--- config.mk ---
export PLATFORM = sky130hd
export DESIGN_NAME = cqe_write_initiator
export DESIGN_NICKNAME = d
export VERILOG_FILES = /design/src/rtl/cqe_write_initiator.sv
export SDC_FILE = /design/constraint.sdc
export NUM_CORES = 1
export LEC_CHECK = 0
export ABC_AREA = 1
export CORE_AREA = 8 8 316 318
export CTS_CLUSTER_DIAMETER = 50
export DETAILED_ROUTE_END_ITERATION = 12
export DIE_AREA = 0 0 324 326
export GPL_ROUTABILITY_DRIVEN = 0
export PLACE_DENSITY = 0.48
export SYNTH_ARGS = -nofsm -noshare
export SYNTH_HDL_FRONTEND = slang
export SYNTH_SLANG_ARGS = --single-unit
--- constraint.sdc ---
create_clock -name clk -period 18.8 [get_ports clk]
set_clock_uncertainty 0.1 [all_clocks]
set_input_delay 2.82 -clock clk [delete_from_list [all_inputs] [get_ports clk]]
set_output_delay 2.82 -clock clk [all_outputs]
set_load 0.03 [all_outputs]
--- src/rtl/cqe_write_initiator.sv ---
// rtl/cqe_write_initiator.sv - accepts one completion, obtains its ring offset, issues the CQE DMA write
// Three-state sequencer (IDLE -> REQ -> WR); a single completion is in flight at a time.
module cqe_write_initiator #(
  parameter int CQE_LENGTH = 32
) (
  input  logic                    clk,
  input  logic                    rst,
  input  logic                    i_cqm_init_finish,
  input  logic                    i_cpl_valid,
  output logic                    o_cpl_ready,
  input  logic [23:0]             iv_cpl_cq_index,
  input  logic [31:0]             iv_cpl_cq_size,
  input  logic [63:0]             iv_cpl_cq_base,
  input  logic [CQE_LENGTH*8-1:0] iv_cpl_cqe,
  output logic                    o_req_valid,
  output logic [23:0]             ov_req_cq_index,
  output logic [31:0]             ov_req_cq_size,
  input  logic                    i_resp_valid,
  input  logic [23:0]             iv_resp_cq_offset,
  output logic                    o_dma_wr_valid,
  input  logic                    i_dma_wr_ready,
  output logic [63:0]             ov_dma_wr_addr,
  output logic [11:0]             ov_dma_wr_len,
  output logic [CQE_LENGTH*8-1:0] ov_dma_wr_data,
  output logic [31:0]             ov_cqe_count,
  output logic                    o_busy
);

  localparam int DW = CQE_LENGTH * 8;

  typedef enum logic [1:0] {
    IDLE = 2'd0,
    REQ  = 2'd1,
    WR   = 2'd2
  } state_t;

  state_t          state_q;
  logic [23:0]     index_q;
  logic [31:0]     size_q;
  logic [63:0]     base_q;
  logic [DW-1:0]   cqe_q;
  logic [23:0]     offset_q;
  logic [31:0]     count_q;

  always_ff @(posedge clk or posedge rst) begin
    if (rst) begin
      state_q  <= IDLE;
      index_q  <= '0;
      size_q   <= '0;
      base_q   <= '0;
      cqe_q    <= '0;
      offset_q <= '0;
      count_q  <= '0;
    end else begin
      case (state_q)
        IDLE: begin
          if (i_cqm_init_finish && i_cpl_valid) begin
            index_q <= iv_cpl_cq_index;
            size_q  <= iv_cpl_cq_size;
            base_q  <= iv_cpl_cq_base;
            cqe_q   <= iv_cpl_cqe;
            state_q <= REQ;
          end
        end
        REQ: begin
          if (i_resp_valid) begin
            offset_q <= iv_resp_cq_offset;
            state_q  <= WR;
          end
        end
        WR: begin
          if (i_dma_wr_ready) begin
            count_q <= count_q + 32'd1;
            state_q <= IDLE;
          end
        end
        default: state_q <= IDLE;
      endcase
    end
  end

  // Request drops in the grant cycle so the offset manager cannot serve it twice.
  assign o_cpl_ready     = (state_q == IDLE) && i_cqm_init_finish && !rst;
  assign o_req_valid     = (state_q == REQ) && !i_resp_valid;
  assign o_dma_wr_valid  = (state_q == WR);
  assign o_busy          = (state_q != IDLE);

  assign ov_req_cq_index = index_q;
  assign ov_req_cq_size  = size_q;
  assign ov_dma_wr_addr  = base_q + {40'd0, offset_q};
  assign ov_dma_wr_len   = 12'(CQE_LENGTH);
  assign ov_dma_wr_data  = cqe_q;
  assign ov_cqe_count    = count_q;

endmodule
* Word-level counts from Yosys, hierarchy flattened *
Index checks and enable logic that the tools add are counted.

word-level totals
  bits in registers = 434
  input bits = 406
  output and inout bits = 424
  word-level logic and storage cells = 30

operators by class
  $add $sub $neg = 2
  eq/ne operators = 5
  muxes and demuxes = 4
  reductions and logical operators = 12

operator list
  cell                     count
  $add A64 B24 Y64         1
  $add A32 B1 Y32 const B  1
  $mux W2                  3
  $pmux W2 S3              1
  $reduce_and A2 Y1        3
  $logic_and A1 B1 Y1      4
  $ne A2 B2 Y1 const B     2
  $reduce_and A3 Y1        1
  $eq A2 B1 Y1 const B     1
  $eq A2 B2 Y1 const B     1
  $logic_not A1 Y1         2
  $logic_not A2 Y1         1
  $ne A2 B1 Y1 const B     1
  $reduce_bool A2 Y1       1

* Logic depth before layout (Yosys ltp) *
Gate-level depths: netlist of run 1.

  depth in word-level cells = 3
  depth in mapped cells = 14
  depth with buffers taken out = 14

* Worst setup path after synthesis of run 1 *
Ideal clock, no wire load.

  kind = in2out
  start = in i_resp_valid
  end = out o_req_valid
  arrival = 3.548 ns
  data required time = 15.880 ns
  path slack = 12.332 ns
  stages = 1
  path buffers = 0
  cell sequence = nor3_1

on the way
  word-level cells in the longest chain between the ends = 2

ends and longest elaborated chain
  item                 line  source
  start, declared      18    input logic i_resp_valid,
  $logic_not A1 Y1     84    assign o_req_valid = (state_q == REQ) && !i_resp_valid;
  $logic_and A1 B1 Y1  84
  end, declared        15    output logic o_req_valid,

No other way between the ends.

* Worst setup path in the final report of run 1 *
Ends and elaborated chain as after synthesis.

==> metrics, run 1 <==
pre-CTS WS=11.62 ns; Rows=113; IO buf count=817; routed wire length per instance=22.4 um; ys flop type=dfrtp_1; leakage=0.0144 uW; total chip power=5700 uW; pin count of the biggest net entering global routing=102; Commonest cells post-synth=dfrtp_1, nand2_1, mux2_1, inv_1, nor2_1; Worst EP required=15.88 ns; clock buffer depth=3; unrepaired setup endpoints after global routing=false; Cell Area, Synth=20400 um2; later-pin clock latency in the skew report=0.62 ns; Yosys warnings=0; initial antenna violation count=32; Synth cell types=39; Hold-fix buffers, CTS=0; post-cts sizing count=0; Startpoint Class=input pin; final setup violation count=0; vias=16900; full die area=106000 um2; Clk network pwr share=24.0%; Die Wd=324 um; register bit count reported by yosys=434; First DRT Iteration DRCs=779; most frequent cell after synthesis=dfrtp_1; GRT overflow=0; crit path DAT=4.25 ns; period utilization=38.1%; PwrDens=177 nW/um2; Post CTS Setup Buffer Count=0; H-tree levels=3; Sink Count=434; Setup CP Type=input pin to output pin; Slew HR=33.2%; hold_ws=0.385 ns; Switching Share=43.9%; Layout area overhead=58.5%; sequential share of the synthesized area=53.3%; Critical Path End Type=output pin; Gate power share=50.4%; first-pass GRT wire length=130000 um; Final nets=3185; num ports=830; Pre-Repair DR Iteration Count=5; cts bufs inserted=73; Gate Count Post-Synth=1897; power share of the sequential group=25.7%; Worst VDD drop=92.0 uV; Max Cap Viol=0; CORE AREA=94400 um2; Synth top area share=53.3%; Fmax=139 MHz; HP Class=flip-flop to flip-flop; Detailed Route WL=91400 um; Synth area leader=dfrtp_1; total track usage=16.9%; P_int=3200 uW; DR vias/cell=4.14; fin. max-slew vios=0; CTS tree=done; drt drc=0; Post-synth EDFFs=0; layout cells sized above 1=8.04%; Post-Route Setup TNS=0 ns; number of fill cells in the layout=9782; fin worst setup slack=11.63 ns; clock-pin slew on the worst setup and hold paths=0.05 ns; fin crit period=7.17 ns; DRT antenna net count=0; top cells by area, synth=dfrtp_1, mux2_1, nand2_1; Final Util=34.2%; Critical Path Fanout Max=2; Slew @ Worst Pin=1.00 ns; Avg Inst Size Synth=10.7 um2; outcome=complete, no violations; clk root buf=clkbuf_16; Starting Density=21.6%; Switch Pwr=2500 uW; die height=326 um; asr flop ratio synth=100%; vias in the first global route=18100; DP Wirelength=74900 um; final hold violation count=0
==> cells in the final DEF (no fill, tap or decap), types with 29 or more instances in the layout <==
| master | netlist | final |
|---|---|---|
| clkdlybuf4s50_1 | 0 | 817 |
| mux2_1 | 300 | 300 |
| nor3_1 | 29 | 29 |
| nand3_1 | 86 | 86 |
| nor2_1 | 127 | 127 |
| nand2_1 | 396 | 396 |
| clkbuf_16 | 0 | 74 |
| mux2_2 | 65 | 65 |
| dfrtp_1 | 434 | 434 |
| a21oi_1 | 47 | 47 |
| xor2_1 | 50 | 50 |
| inv_1 | 209 | 208 |
==> logic make-up (layout without fill, tap and decap cells) <==
family                     after synthesis  in the layout  share of synthesized area [%]
AOI/OAI and AO/OA                       55             55                           1.40
xor gates and xnor gates                58             58                           2.50
adders and majority gates               26             26                           1.63
buffers and inverters                  271           1176                           6.53
DFF                                    434            434                           53.3
muxes                                  365            365                           20.2
other                                    2             20                         0.0369
and+or+nand+nor                        686            686                           14.4
==> final timing paths <==
check / startpoint / endpoint / slack (ns) / depth (start not counted)
setup / recovery: i_resp_valid / o_req_valid / 11.63 / 3
hold / removal: ov_dma_wr_data[165] / ov_dma_wr_data[165] / 0.38 / 1
hold reg to reg: ov_dma_wr_data[165] / ov_dma_wr_data[165] / 0.38 / 1
setup reg to reg: state_q[1] / ov_dma_wr_data[105] / 14.86 / 6
min in group asynchronous: rst / offset_q[20] / 2.61 / 2
max in group asynchronous: rst / ov_cqe_count[5] / 12.97 / 5
==> flip-flops by register name, summed over array words and instances, names as in the netlist <==
name and cells:
ov_cqe_count 32, offset_q 24, state_q 2, ov_req_cq_size 32, base_q 64, ov_dma_wr_data 256, ov_req_cq_index 24
==> critical path: stages <==
cell,delay [ns]
clkdlybuf4s50_1,0.42
nor3_1,0.27
clkdlybuf4s50_1,0.73
==> through the flow <==
step                std cells  instance area, um2
detailed placement       3943               29700
CTS                      4077               32200
global placement         3943               29700
global route             4077               32200
floorplan                1907               20400
finish                   4085               32300
==> routing by layer <==
layer	GRT usage, %	vias up	wire (um)
met5	0	-	230
met4	4.46	36	2390
met3	7.73	161	9130
met2	31.1	592	47700
met1	17.0	8248	31900
li1	-	7890	-
==> cell type report <==
cell class | count | area, um2 | share of cell area, %
Sequential cell | 434 | 10900 | 33.7
Tap cell | 1265 | 1580 | 4.91
Clock inverter | 43 | 515 | 1.60
Clock buffer | 91 | 2000 | 6.19
Inverter | 212 | 803 | 2.49
Multi-Input combinational cell | 1202 | 8210 | 25.5
Antenna cell | 8 | 20.0 | 0.0620
Timing Repair Buffer | 830 | 8280 | 25.6
==> power by group through the flow <==
stage	Sequential [uW]	Combinational (uW)	Clock, uW
2_1_floorplan	1940	1070	0
3_3_place_gp	1470	2920	0
3_5_place_dp	1480	2920	0
4_1_cts	1470	2930	1410
5_1_grt	1510	3040	1450
6_report	1460	2870	1370
(Power assumes the default switching activity.)
==> inputs of run 2 (changes only) <==
--- a/config.mk
+++ b/config.mk
@@ -6,12 +6,12 @@
 export NUM_CORES = 1
 export LEC_CHECK = 0
 export ABC_AREA = 1
-export CORE_AREA = 8 8 316 318
+export CORE_AREA = 8 8 313 315
 export CTS_CLUSTER_DIAMETER = 50
 export DETAILED_ROUTE_END_ITERATION = 12
-export DIE_AREA = 0 0 324 326
+export DIE_AREA = 0 0 321 323
 export GPL_ROUTABILITY_DRIVEN = 0
-export PLACE_DENSITY = 0.48
+export PLACE_DENSITY = 0.5
 export SYNTH_ARGS = -nofsm -noshare
 export SYNTH_HDL_FRONTEND = slang
 export SYNTH_SLANG_ARGS = --single-unit
==> constraint.sdc (replaced) <==
create_clock -name clk -period 6.26 [get_ports clk]
set_clock_uncertainty 0.1 [all_clocks]
set_input_delay 0.939 -clock clk [delete_from_list [all_inputs] [get_ports clk]]
set_output_delay 0.939 -clock clk [all_outputs]
set_load 0.03 [all_outputs]
==> metrics, run 2 (synthesis results as in run 1) <==
die height=323 um (was 326 um); First DRT Iteration DRCs=754 (was 779); unrepaired setup endpoints after global routing=false (unchanged); Final nets=3186 (was 3185); Starting Density=21.9% (was 21.6%); post-cts sizing count=0 (unchanged); Worst VDD drop=428 uV (was 92.0 uV); full die area=104000 um2 (was 106000 um2); Critical Path Fanout Max=7 (was 2); DP Area=29800 um2 (was 29700 um2); Pre-Repair DR Iteration Count=5 (unchanged); cts bufs inserted=78 (was 73); Post CTS Setup Buffer Count=0 (unchanged); drt drc=0 (unchanged); Switch Pwr=7590 uW (was 2500 uW); crit path DAT=3.85 ns (was 4.25 ns); period utilization=78.1%; IO buf count=817 (unchanged); later-pin clock latency in the skew report=0.63 ns (was 0.62 ns); GRT overflow=0 (unchanged); Setup CP Type=flip-flop to output pin (was input pin to output pin); Hold-fix buffers, CTS=0 (unchanged); fin crit period=4.89 ns; vias=16900 (about the same); Sink Count=434 (unchanged); DRT antenna net count=0 (unchanged); number of flip-flops in the largest register=256 (unchanged); vias in the first global route=18000 (was 18100); initial antenna violation count=35 (was 32); Fmax=205 MHz; PwrDens=539 nW/um2 (was 177 nW/um2); Critical Path Most Common Cell=nand2_1 (was clkdlybuf4s50_1); final hold violation count=0 (unchanged); routed wire length per instance=23.0 um (was 22.4 um); Switching Share=43.2% (was 43.9%); Hold Startpoint=ov_dma_wr_data[186] (was ov_dma_wr_data[165]); num ports=830 (unchanged); clock-pin slew on the worst setup and hold paths=0.04 ns (was 0.05 ns); final setup violation count=0 (unchanged); clk root buf=clkbuf_16 (unchanged); Critical Path End Type=output pin (unchanged); worst r2r src=state_q[1] (unchanged); pin count of the biggest net entering global routing=163 (was 102); Die Wd=321 um (was 324 um); fin. max-slew vios=0 (unchanged); H-tree levels=3 (unchanged); power share of the sequential group=25.1% (was 25.7%); Detailed Route WL=93700 um (was 91400 um); Slew @ Worst Pin=1.20 ns (was 1.00 ns); leakage=0.0145 uW (was 0.0144 uW); Largest stage delay, worst path=0.71 ns (was 0.73 ns); DP Wirelength=76400 um (was 74900 um); outcome=complete, no violations (unchanged); Startpoint Class=flip-flop (was input pin); clock buffer depth=3 (unchanged); CP Cell Sequence=ha_1 > fa_1 > nand3_1 > nand3_1 > nand2_1 > nand3_1 > nand2_1 > nand3_1 > nand2_1 > nand2_1 > nand2_1 > clkdlybuf4s50_1 (was clkdlybuf4s50_1 > nor3_1 > clkdlybuf4s50_1); Placed Instances=3928 (was 3943); number of fill cells in the layout=9456 (was 9782); most frequent cells in the layout=clkdlybuf4s50_1, dfrtp_1, nand2_1 (unchanged); DR vias/cell=4.15 (was 4.14); Largest delay share family, worst path=simple AND/OR/NAND/NOR gates (was buffers and inverters); post-route cell area=32600 um2 (was 32300 um2); hold_ws=0.384 ns (was 0.385 ns); CTS tree=done (unchanged); Non-Filler Instances=4081 (was 4085); Slew HR=20.3% (was 33.2%); first-pass GRT wire length=132000 um (was 130000 um); Max Cap Viol=0 (unchanged); CORE AREA=92800 um2 (was 94400 um2); Rows=112 (was 113); Worst EP required=5.22 ns (was 15.88 ns); P_int=9980 uW (was 3200 uW); Clk network pwr share=25.6% (was 24.0%); fin worst setup slack=1.37 ns (was 11.63 ns); worst setup path start=base_q[0] (was i_resp_valid); layout cells sized above 1=8.20% (was 8.04%); total track usage=17.5% (was 16.9%); most common cell after layout, fill and taps aside=clkdlybuf4s50_1 (unchanged); Slowest-stage cell, CP=clkdlybuf4s50_1 (unchanged); HP Class=flip-flop to flip-flop (unchanged); Layout area overhead=60.0% (was 58.5%); pre-CTS WS=2.01 ns (was 11.62 ns); Buf+Inv Stages, Crit Path=1 (was 2); Gate power share=49.4% (was 50.4%)
[run 2: changes by cell type in the layout (fill, tap and decap cells not counted), sizes merged]
cell      delta
diode        +2
clkbuf      +10
bufinv       +4
clkinv      -10
clkinvlp     +6
inv          -1
buf          -4
[run 2: power by group through the flow]
stage,clock network [uW],registers (uW),logic (uW)
6_report,4500,4400,8670
5_1_grt,4750,4540,9170
4_1_cts,4650,4410,8850
3_5_place_dp,0,4440,8810
3_3_place_gp,0,4410,8830
2_1_floorplan,0,5830,3220
[run 2: worst paths after layout]
path / slack (ns) / to / depth (start not counted)
min reg2reg: 0.38 / ov_dma_wr_data[186] / 1
max: 1.37 / ov_dma_wr_addr[40] / 12
min: 0.38 / ov_dma_wr_data[186] / 1
max in group asynchronous: 4.37 / ov_dma_wr_data[83] / 3
max reg2reg: 3.38 / ov_req_cq_index[10] / 4
min in group asynchronous: 0.59 / ov_req_cq_size[0] / 2
[run 2: final cells by class]
class,count,area [um2],share of cell area [%]
tap,1254,1570,4.82
clock buffer,101,2190,6.72
sequential,434,10900,33.3
antenna,10,25.0,0.0768
clock inverter,42,597,1.83
multi-input combinational,1202,8220,25.2
timing repair buffer,826,8320,25.5
inverter,212,800,2.45
[run 2: through the flow]
step / utilization, % / power, uW / TNS (ns)
after detailed placement: 32.1 / 13200 / 0
after global placement: 32.1 / 13200 / 0
after global routing: 35.1 / 18500 / 0
final: 35.1 / 17600 / 0
after floorplan: - / 9050 / -277.90
after CTS: 35.1 / 17900 / 0
[run 2: routing by layer]
| layer | share of wire (%) | up-vias | global-route usage, % |
|---|---|---|---|
| li1 | - | 7920 | - |
| met5 | 0.25 | - | 0 |
| met1 | 36 | 8217 | 18.4 |
| met2 | 51 | 582 | 31.5 |
| met4 | 2.6 | 38 | 4.67 |
| met3 | 9.5 | 166 | 7.97 |
==> inputs of run 3 (changes only) <==
--- a/config.mk
+++ b/config.mk
@@ -6,12 +6,12 @@
 export NUM_CORES = 1
 export LEC_CHECK = 0
 export ABC_AREA = 1
-export CORE_AREA = 8 8 313 315
+export CORE_AREA = 8 8 316 318
 export CTS_CLUSTER_DIAMETER = 50
 export DETAILED_ROUTE_END_ITERATION = 12
-export DIE_AREA = 0 0 321 323
+export DIE_AREA = 0 0 324 326
 export GPL_ROUTABILITY_DRIVEN = 0
-export PLACE_DENSITY = 0.5
+export PLACE_DENSITY = 0.48
 export SYNTH_ARGS = -nofsm -noshare
 export SYNTH_HDL_FRONTEND = slang
 export SYNTH_SLANG_ARGS = --single-unit
==> constraint.sdc (replaced) <==
create_clock -name clk -period 4.62 [get_ports clk]
set_clock_uncertainty 0.1 [all_clocks]
set_input_delay 0.693 -clock clk [delete_from_list [all_inputs] [get_ports clk]]
set_output_delay 0.693 -clock clk [all_outputs]
set_load 0.03 [all_outputs]
==> metrics, run 3 (synthesis results as in run 1) <==
Setup CP Type=flip-flop to output pin (unchanged); GRT overflow=0 (unchanged); DRT antenna net count=0 (unchanged); vias in the first global route=18300 (was 18000); DR vias/cell=4.10 (was 4.15); pin count of the biggest net entering global routing=93 (was 163); Largest stage delay, worst path=0.69 ns (was 0.71 ns); outcome=complete, no violations (unchanged); cts bufs inserted=75 (was 78); full die area=106000 um2 (was 104000 um2); first-pass GRT wire length=132000 um (about the same); final setup violation count=0 (unchanged); clk root buf=clkbuf_16 (unchanged); Post-Route Setup TNS=0 ns (unchanged); Final Util=34.9% (was 35.1%); Layout area overhead=62.0% (was 60.0%); IO buf count=817 (unchanged); drt drc=0 (unchanged); Hold Startpoint=ov_req_cq_size[27] (was ov_dma_wr_data[186]); Critical Path Most Common Cell=nand3_1 (was nand2_1); Sink Count=434 (unchanged); worst r2r src=state_q[1] (unchanged); Pre-Repair DR Iteration Count=5 (unchanged); fin crit period=4.41 ns; Max Cap Viol=0 (unchanged); Rows=113 (was 112); crit path DAT=3.62 ns (was 3.85 ns); period utilization=95.5%; Slew @ Worst Pin=0.725 ns (was 1.20 ns); leakage=0.0147 uW (was 0.0145 uW); most common cell after layout, fill and taps aside=clkdlybuf4s50_1 (unchanged); Placed Instances=3960 (was 3928); H-tree levels=3 (unchanged); reg2reg path depth=5 (was 4); Worst VDD drop=371 uV (was 428 uV); clock-pin slew on the worst setup and hold paths=0.05 ns (was 0.04 ns); reg2reg end=ov_dma_wr_data[248] (was ov_req_cq_index[10]); DP Wirelength=77200 um (was 76400 um); Hold-fix buffers, CTS=0 (unchanged); Detailed Route WL=93300 um (was 93700 um); initial antenna violation count=33 (was 35); CORE AREA=94400 um2 (was 92800 um2); die height=326 um (was 323 um); register area=10900 um2 (unchanged); First DRT Iteration DRCs=681 (was 754); pre-CTS WS=0.659 ns (was 2.01 ns); Post CTS Setup Buffer Count=0 (unchanged); Non-Filler Instances=4111 (was 4081); number of fill cells in the layout=9698 (was 9456); most frequent cells in the layout=clkdlybuf4s50_1, dfrtp_1, nand2_1 (unchanged); routed wire length per instance=22.7 um (was 23.0 um); HP Class=flip-flop to flip-flop (unchanged); number of flip-flops in the largest register=256 (unchanged); vias=16900 (about the same); Starting Density=21.6% (was 21.9%); Slowest-stage cell, CP=clkdlybuf4s50_1 (unchanged); total track usage=17.2% (was 17.5%); post-route cell area=33000 um2 (was 32600 um2); num ports=830 (unchanged); Hold Path Sink=ov_req_cq_size[27] (was ov_dma_wr_data[186]); Die Wd=324 um (was 321 um); Slew HR=51.5% (was 20.3%); fin worst setup slack=0.207 ns (was 1.37 ns); Cells on Worst Hold Path=1 (unchanged); Startpoint Class=flip-flop (unchanged); layout cells sized above 1=8.89% (was 8.20%); Critical Path End Type=output pin (unchanged); CP Cell Sequence=ha_1 > fa_1 > nand3_1 > nand3_1 > a21oi_1 > o21ai_0 > nand2_1 > nand3_1 > nand2_1 > clkdlybuf4s50_1 (was ha_1 > fa_1 > nand3_1 > nand3_1 > nand2_1 > nand3_1 > nand2_1 > nand3_1 > nand2_1 > nand2_1 > nand2_1 > clkdlybuf4s50_1); FF-to-FF setup slack=2.43 ns (was 3.38 ns); Critical Path Fanout Max=5 (was 7); Worst EP required=3.83 ns (was 5.22 ns); unrepaired setup endpoints after global routing=false (unchanged); DP Area=30000 um2 (was 29800 um2); multi-input logic area=8220 um2 (unchanged); CTS tree=done (unchanged); fin. max-slew vios=0 (unchanged); Fmax=227 MHz; PwrDens=735 nW/um2 (was 539 nW/um2); final hold violation count=0 (unchanged); later-pin clock latency in the skew report=0.64 ns (was 0.63 ns); clock buffer depth=3 (unchanged); Final nets=3204 (was 3186)
[run 3: changes by cell type in the layout (fill, tap and decap cells not counted), moves of 4 or more]
cell | previous run | this run
clkbuf_16 | 80 | 76
buf_12 | 6 | 12
buf_4 | 3 | 18
bufinv_16 | 10 | 20
clkdlybuf4s50_1 | 817 | 811
dlymetal6s2s_1 | 0 | 6
[run 3: per-stage QoR]
step	hold WS [ns]	power [uW]
after global routing	0.398	25400
after floorplan	0.371	12300
final	0.384	24200
after global placement	0.372	18000
after detailed placement	0.380	18000
after CTS	0.392	24700
[run 3: layout make-up]
cell class	count	share of cell area [%]
diodes	11	0.0835
repair buffers	847	26.0
clock buffers	92	6.22
clock inverters	48	2.63
inverters	212	2.42
well taps	1265	4.80
multi-input cells	1202	24.9
flip-flops and latches	434	32.9
[run 3: repair_timing]
action                     4_1_cts  5_1_grt
pin swaps                        0        0
setup endpoints to repair        3        6
gates resized for setup          1        6
[run 3: power by group]
group	internal [uW]	switching [uW]
registers	5130	833
clock network	4320	2160
logic	4470	7340
[run 3: critical path: cells and delay by family (launching register included)]
family | cells | cell delay, ns
flops | 1 | 0.37
fa+ha+maj | 2 | 0.72
buf+inv | 1 | 0.69
simple gates | 5 | 0.67
compound gates | 2 | 0.54
[run 3: worst max path at each step]
stage,startpoint,endpoint,slack (ns)
CTS,base_q[8],ov_dma_wr_addr[34],0.004
global placement,base_q[0],ov_dma_wr_addr[24],0.64
detailed placement,base_q[0],ov_dma_wr_addr[24],0.66
finish,base_q[0],ov_dma_wr_addr[48],0.21
floorplan,rst,base_q[0],-2.03
global route,base_q[0],ov_dma_wr_addr[24],0.0009
[run 3: per-layer routing]
layer  wire length, um  up-vias  GRT usage [%]
met3              9030      155           7.14
met1             32700     8140           17.4
met4              2860       36           5.75
met2             48500      599           31.5
li1                  -     7936              -
met5               233        -              0
